### src/rtl/rr_token_arbiter_if.sv
// Request/grant bundle between N requesters and the round-robin token arbiter.
// master = requester side, slave = arbiter side.
interface rr_token_arbiter_if #(
    parameter int unsigned N = 4
);
    localparam int unsigned IW = (N > 1) ? $clog2(N) : 1;

    logic [N-1:0]  req;
    logic [N-1:0]  gnt;
    logic [IW-1:0] gnt_id;
    logic          busy;
    logic [N-1:0]  token;

    modport master (output req, input gnt, gnt_id, busy, token);
    modport slave  (input req, output gnt, gnt_id, busy, token);
endinterface

### src/rtl/rr_token_arbiter.sv
// Round-robin arbiter with a rotating one-hot priority token, registered one-hot grant
// and a per-holder quantum that forces hand-off only when another requester is waiting.
module rr_token_arbiter #(
    parameter int unsigned N       = 4,
    parameter int unsigned QUANTUM = 4
) (
    input logic              clk,
    input logic              rst_n,
    rr_token_arbiter_if.slave bus
);
    localparam int unsigned IW = (N > 1) ? $clog2(N) : 1;
    localparam int unsigned CW = $clog2(QUANTUM + 1);
    localparam logic [N-1:0]  ONE  = N'(1);
    localparam logic [CW-1:0] QMAX = CW'(QUANTUM);

    typedef enum logic {StIdle, StGrant} state_t;

    state_t        state;
    logic [CW-1:0] cnt;
    logic [IW-1:0] tok_id;
    logic [IW-1:0] win_id;
    logic [IW-1:0] nxt_id;
    logic          win_found;
    logic          holder_req;
    logic          others;
    logic          take;
    logic          drop;

    always_comb begin
        tok_id = '0;
        for (int i = 0; i < int'(N); i++) begin
            if (bus.token[i]) tok_id = IW'(i);
        end
    end

    // First set request scanning upward from the token position, wrapping N-1 -> 0.
    always_comb begin
        win_found = 1'b0;
        win_id    = '0;
        for (int k = 0; k < int'(N); k++) begin
            int j;
            j = int'(tok_id) + k;
            if (j >= int'(N)) j = j - int'(N);
            if (!win_found && bus.req[j]) begin
                win_found = 1'b1;
                win_id    = IW'(j);
            end
        end
    end

    assign nxt_id     = (win_id == IW'(N - 1)) ? '0 : win_id + 1'b1;
    assign holder_req = |(bus.req & bus.gnt);
    assign others     = |(bus.req & ~bus.gnt);

    always_comb begin
        take = 1'b0;
        drop = 1'b0;
        unique case (state)
            StIdle: take = win_found;
            StGrant: begin
                if (!holder_req) begin
                    take = win_found;
                    drop = !win_found;
                end else if (cnt == QMAX) begin
                    take = others;
                end
            end
        endcase
    end

    always_ff @(posedge clk or negedge rst_n) begin
        if (!rst_n) begin
            state      <= StIdle;
            bus.gnt    <= '0;
            bus.gnt_id <= '0;
            bus.busy   <= 1'b0;
            bus.token  <= ONE;
            cnt        <= '0;
        end else if (take) begin
            state      <= StGrant;
            bus.gnt    <= ONE << win_id;
            bus.gnt_id <= win_id;
            bus.busy   <= 1'b1;
            bus.token  <= ONE << nxt_id;
            cnt        <= CW'(1);
        end else if (drop) begin
            state      <= StIdle;
            bus.gnt    <= '0;
            bus.gnt_id <= '0;
            bus.busy   <= 1'b0;
            cnt        <= '0;
        end else if (state == StGrant) begin
            // Sole requester at quantum expiry restarts its own quantum.
            cnt <= (cnt == QMAX) ? CW'(1) : cnt + 1'b1;
        end
    end
endmodule

### src/flat_wrapper.sv
// flat-port wrapper written by rule: the top's interface ports become plain ports
module rr_token_arbiter_flat 
#(
    parameter int unsigned N       = 4,
    parameter int unsigned QUANTUM = 4
)
  (clk, rst_n, bus_req, bus_gnt, bus_gnt_id, bus_busy, bus_token);
  rr_token_arbiter_if #(.N(N)) bus_i ();
  input logic clk;
  input logic rst_n;
  input wire logic [$bits(bus_i.req)-1:0] bus_req;
  output wire logic [$bits(bus_i.gnt)-1:0] bus_gnt;
  output wire logic [$bits(bus_i.gnt_id)-1:0] bus_gnt_id;
  output wire logic [$bits(bus_i.busy)-1:0] bus_busy;
  output wire logic [$bits(bus_i.token)-1:0] bus_token;
  assign bus_i.req = bus_req;
  assign bus_gnt = bus_i.gnt;
  assign bus_gnt_id = bus_i.gnt_id;
  assign bus_busy = bus_i.busy;
  assign bus_token = bus_i.token;
  rr_token_arbiter #(.N(N), .QUANTUM(QUANTUM)) u_core (.clk(clk), .rst_n(rst_n), .bus(bus_i));
endmodule
### config.mk
export PLATFORM = sky130hd
export DESIGN_NAME = rr_token_arbiter_flat
export DESIGN_NICKNAME = d
export VERILOG_FILES = /design/src/rtl/rr_token_arbiter_if.sv /design/src/rtl/rr_token_arbiter.sv /design/src/flat_wrapper.sv
export SDC_FILE = /design/constraint.sdc
export NUM_CORES = 1
export LEC_CHECK = 0
export CAP_MARGIN = 20
export CORE_UTILIZATION = 47
export CTS_BUF_LIST = sky130_fd_sc_hd__clkbuf_2
export DETAILED_ROUTE_END_ITERATION = 6
export HOLD_SLACK_MARGIN = 0.1
export PLACE_DENSITY = 0.88
export SLEW_MARGIN = 20
export SYNTH_ARGS = -nofsm -noshare
export SYNTH_HDL_FRONTEND = slang
export SYNTH_SLANG_ARGS = --single-unit
### constraint.sdc
create_clock -name clk -period 1.6 [get_ports clk]
set_clock_uncertainty 0.05 [all_clocks]
set_input_delay 0.4 -clock clk [delete_from_list [all_inputs] [get_ports clk]]
set_output_delay 0.4 -clock clk [all_outputs]
set_load 0.01 [all_outputs]
Word level (Yosys, flattened, before mapping)
Index checks and enable logic that the tools add are counted.
- $add $sub $neg: 9
- bitwise logic cells: 4
- magnitude comparators: 8
- mux-type cells: 43
- reductions and logical operators: 11
- equality and inequality tests: 2
- shifts and indexed selects: 2
- operator list (cell ; number):
    $lt 32x4->1 const B ; 4
    $mux 32 ; 4
    $ge 32x4->1 const B ; 3
    $sub 32x4->32 const B ; 3
    $mux 1 ; 19
    $mux 2 ; 9
    $mux 3 ; 4
    $and 4x4->4 ; 2
    $bmux 1 s2 ; 4
    $mux 4 ; 2
    $reduce_or 4->1 ; 2
    $shl 1x2->4 const A ; 2
    $add 2x2->3 const B ; 2
    $logic_not 1->1 ; 4
    $not 4->4 ; 1
    $sub 2x3->4 const B ; 1
    $add 2x1->3 const B ; 1
    $add 3x1->3 const B ; 1
    $eq 3x3->1 const B ; 1
    $ge 2x3->1 const B ; 1
    $logic_and 1x1->1 ; 3
    $reduce_bool 3->1 ; 1
    $add 2x1->2 const B ; 1
    $eq 2x2->1 const B ; 1
    other kinds (3) ; 3
- input port bits: 6
- output and inout port bits: 11
- flip-flop bits (word level): 14

Longest topological paths before layout
Gate-level depths: netlist of run 1.
- word-level depth: 23
- mapped depth: 6
- mapped depth without buffers: 6

Least setup slack after synthesis of run 1
Ideal clock, no wire load.
- kind: register to register
- start: register u_core.bus.token[3]
- end: register u_core.cnt[2]
- period minus slack after synthesis: 1752 ps
- required time: 1468 ps
- data arrival time: 1620 ps
- cell stages (with the launch flop): 7
- slack: -152 ps
- cells stage by stage: dfrtp_1 > buf_6 > nand2b_1 > o32ai_1 > o22ai_2 > or3_4 > a31oi_1
- word-level cells in the longest chain between the ends: 21
- ends and longest elaborated chain (what ; RTL line ; source):
    from (decl) ; rr_token_arbiter_if.sv:15 ; modport slave (input req, output gnt, gnt_id, busy, token);
    from (signal assigned) ; rr_token_arbiter.sv:84 ; bus.token <= ONE << nxt_id;
    $mux 2 * ; rr_token_arbiter.sv:32 ; if (bus.token[i]) tok_id = IW'(i);
    branches (longest 14 deep; another with $sub 32x4->32) ; -- ;
    $mux 1 * ; rr_token_arbiter.sv:44 ; if (!win_found && bus.req[j]) begin
    $logic_not 1->1 ; rr_token_arbiter.sv:63 ; drop = !win_found;
    $mux 1 ; rr_token_arbiter.sv:61 ; if (!holder_req) begin
    $mux 1 ; rr_token_arbiter.sv:58 ; unique case (state)
    $mux 3 ; rr_token_arbiter.sv:86 ; end else if (drop) begin
    $mux 3 ; rr_token_arbiter.sv:79 ; end else if (take) begin
    to (signal assigned) ; rr_token_arbiter.sv:94 ; cnt <= (cnt == QMAX) ? CW'(1) : cnt + 1'b1;
    to (decl) ; rr_token_arbiter.sv:19 ; logic [CW-1:0] cnt;
Every way passes the cells marked *. The select of a mux whose other input is x is not followed.
A chain may end at the register's enable or synchronous reset.

Worst setup path in the final report of run 1
- start: register u_core.bus.gnt[2]
- end: register u_core.cnt[2]
- word-level cells in the longest chain between the ends: 7
- ends and longest elaborated chain (what ; RTL line ; source):
    from (decl) ; rr_token_arbiter_if.sv:15 ;
    from (signal assigned) ; rr_token_arbiter.sv:81 ; bus.gnt <= ONE << win_id;
    $not 4->4 ; rr_token_arbiter.sv:53 ; assign others = |(bus.req & ~bus.gnt);
    $and 4x4->4 ; rr_token_arbiter.sv:53 ;
    $reduce_or 4->1 ; rr_token_arbiter.sv:53 ;
    $mux 1 ; rr_token_arbiter.sv:64 ; end else if (cnt == QMAX) begin
    $mux 1 ; rr_token_arbiter.sv:61 ;
    $pmux 1 s2 ; rr_token_arbiter.sv:58 ;
    $reduce_bool 3->1 (no line) / $mux 3 (equally long branches) ; -- ;
Parallel ways exist; a longest one is shown, timed or not.

==> metrics.txt, run 1 <==
placed cell areas around 1200 um2; VDD IR max around 1400 uV; post-DR vias/cell roughly 5.7; crit-path cells inv_2, a2111oi_2, o211ai_1, or3_1, a31oi_1; CTS sink count 14; worst-skew pair later-pin latency ~0.28 ns; final setup violation count 14; final instance area 1420 um2; commonest non-fill, non-tap cell in the layout buf_4; Power Density ~1900 nW/um2; hold buffer count at CTS 0; CORE AREA around 1700 um2; relative slew slack roughly two thirds; Syn Area/Cell ~9.7 um2; TritonCTS clock tree built; area of the multi-input gates between 500 and 600 um2; NumNets Final between 150 and 200; highest clock rate 538 MHz; startpoint types register; Mapped Cells 89; register area share after synthesis 40.9%; Final Hold Fails 0; via count 945; Static Leakage roughly 0.00066 uW; Final period util 116%; fraction of layout cells with a size suffix above 1 52.8%; CTS clk-pin slew, worst paths about 0.16 ns; reg-to-reg startpoint u_core.bus.gnt[2]$_DFFE_PN0P_; Fill cells approximately 110; placer's final routability congestion estimate roughly 0.94; antenna violations before repair 0; Die H 44.8 um; antenna cells 0; dpl hpwl 1.83 mm; PortBufs 16; reg2reg setup slack -0.26 ns; die width about 45 um; first-pass GRT wire length around 4.2 mm; commonest non-fill, non-tap cells in the layout buf_4 (34), dfrtp_1 (11), dlygate4sd2_1 (10); Sequential cell area 354 um2; post-route antenna net violation count 0; clk buf depth 2; Num CTS Buffers 3; pin count of the biggest net entering global routing 15; Tot Pwr about 2800 uW; Post-Syn Area 860 um2; DRC viols 0; setup TNS -2.39 ns; post-synthesis async set-or-reset flop share 100%; setup ws final -0.257 ns; via count of the first global-routing pass 885; DR WL/cell approximately 16 um; crit-path max FO 6; Crit Path Class register to register; DRT iter0 DRCs 32; failing checks negative setup slack; starting density of the core about 50%; Synth Flop Type dfrtp_1; Crit. End Element register; post-synth cell types 36; number of synthesized register bits 14; syn_nets 97; Area Growth Syn to Fin 65.4%; worst slack at placement -0.737 ns; total global-route track usage between 20% and 30%; DRT Pass-1 Iters 4; Synth warnings 0; Crit path arrival time between 2 and 2.5 ns; DIE AREA roughly 2000 um2; Worst path slowest cell or3_1; post-layout min period about 1.9 ns; RSZ-0062 raised after global routing yes; grt ovf 0; R2R depth 5; final WL approximately 2.7 mm; EDFF count, synth 0; Slew Viols, Final 0; run status finished with violations; crit-path max cell delay between 0.4 and 0.5 ns; Ports 17; Hold Path Class primary input to asynchronous set/reset pin; root buffer cell clkbuf_2; H-tree Lvls 1; Max-Cap Viols 0; Req. time, crit path ~1.8 ns; Core Rows 15; reg2reg end u_core.cnt[2]$_DFFE_PN0P_; Tightest Pin Transition between 0.4 and 0.5 ns
flip-flops by register name (all words and copies together), names as in the netlist:
| signal | cells |
|---|---|
| u_core.bus.gnt | 4 |
| u_core.bus.token | 4 |
| u_core.cnt | 3 |
| u_core.bus.gnt_id | 2 |
| u_core.bus.busy | 1 |
cells in the mapped netlist, types with 2 or more instances:
master	n	area [um2]
nand2_1	5	18.8
inv_1	10	37.5
a2bb2oi_1	2	17.5
nand2b_1	4	25.0
o2bb2ai_1	4	35.0
o21ai_0	2	10.0
ha_1	2	25.0
buf_6	2	22.5
o211ai_1	2	15.0
a22oi_1	2	15.0
nor2b_1	5	31.3
nor3_1	2	10.0
o22ai_1	7	43.8
o21ai_1	3	15.0
nor2_1	2	7.51
dfrtp_1	13	325
a31oi_1	2	12.5
nand3b_1	2	15.0
area by class of cell:
| class | count | share of cell area (%) |
|---|---|---|
| clock buffers | 4 | 1.41 |
| inverters | 10 | 2.64 |
| multi-input cells | 62 | 39.5 |
| flip-flops and latches | 14 | 24.9 |
| well taps | 25 | 2.20 |
| repair buffers | 52 | 29.3 |
kinds of logic (layout without fill, tap and decap cells):
logic type	after synthesis	after routing	synth area share (%)
AOI/OAI and AO/OA	34	34	30.4
DFF	14	14	40.9
adders and majority gates	2	2	2.91
muxes	1	1	1.16
and+or+nand+nor	25	25	17.0
buffers and inverters	13	66	7.57
critical path: cells and delay by family, from the launching register on:
family / cells / cell delay [ns]
buffers and inverters: 1 / 0.06
DFF: 1 / 0.42
and+or+nand+nor: 1 / 0.43
AOI/OAI and AO/OA: 3 / 0.83
worst max-delay path by stage:
| stage | startpoint | end | slack [ns] | cells after the start |
|---|---|---|---|---|
| after floorplan | bus_req[3] | u_core.cnt[2]$_DFFE_PN0P_ | -0.13 | 6 |
| after global placement | bus_req[0] | u_core.cnt[2]$_DFFE_PN0P_ | -0.64 | 6 |
| after detailed placement | bus_req[2] | u_core.bus.gnt_id[1]$_DFFE_PN0P_ | -0.74 | 6 |
| after CTS | u_core.bus.gnt[2]$_DFFE_PN0P_ | u_core.cnt[2]$_DFFE_PN0P_ | -0.18 | 5 |
| after global routing | u_core.cnt[1]$_DFFE_PN0P_ | u_core.bus.gnt[0]$_DFFE_PN0P_ | -0.34 | 6 |
| final | u_core.bus.gnt[2]$_DFFE_PN0P_ | u_core.cnt[2]$_DFFE_PN0P_ | -0.26 | 5 |
per-layer routing:
| layer | GRT usage (%) | vias up | wire length, um |
|---|---|---|---|
| met2 | 48.8 | 37 | 1360 |
| li1 | - | 441 | - |
| met1 | 39.5 | 463 | 1210 |
| met5 | 0 | - | 0 |
| met4 | 12.7 | 0 | 31 |
| met3 | 3.20 | 4 | 129 |
where the power goes:
group / total [uW] / leakage, uW / internal [uW] / switching (uW)
clock network: 185 / 0.0000166 / 66.3 / 119
registers: 650 / 0.000169 / 522 / 128
logic: 1920 / 0.000476 / 994 / 922
total: 2750 / 0.000662 / 1580 / 1170
metrics by stage:
| step | hold slack (ns) | std cells | util (%) |
|---|---|---|---|
| 2_1_floorplan | 0.0544 | 89 | - |
| 3_3_place_gp | 0.424 | 154 | 72.2 |
| 3_5_place_dp | 0.442 | 154 | 72.2 |
| 4_1_cts | 0.362 | 165 | 80.6 |
| 5_1_grt | 0.378 | 167 | 82.3 |
| 6_report | 0.364 | 167 | 82.3 |
repair_timing:
action                                  CTS  global route
pin swaps                                 9            10
resized for setup                        44             7
gates cloned                              0             0
setup buffers                             7             3
endpoints found under the setup margin   25            17
No activity file was read; power rests on OpenSTA's default activity.
==> run 2: changes to the inputs <==
- GPL_ROUTABILITY_DRIVEN: unset -> 1
==> results of run 2 <==
Same layout as run 1: the final DEF is identical, and so are final timing and power.
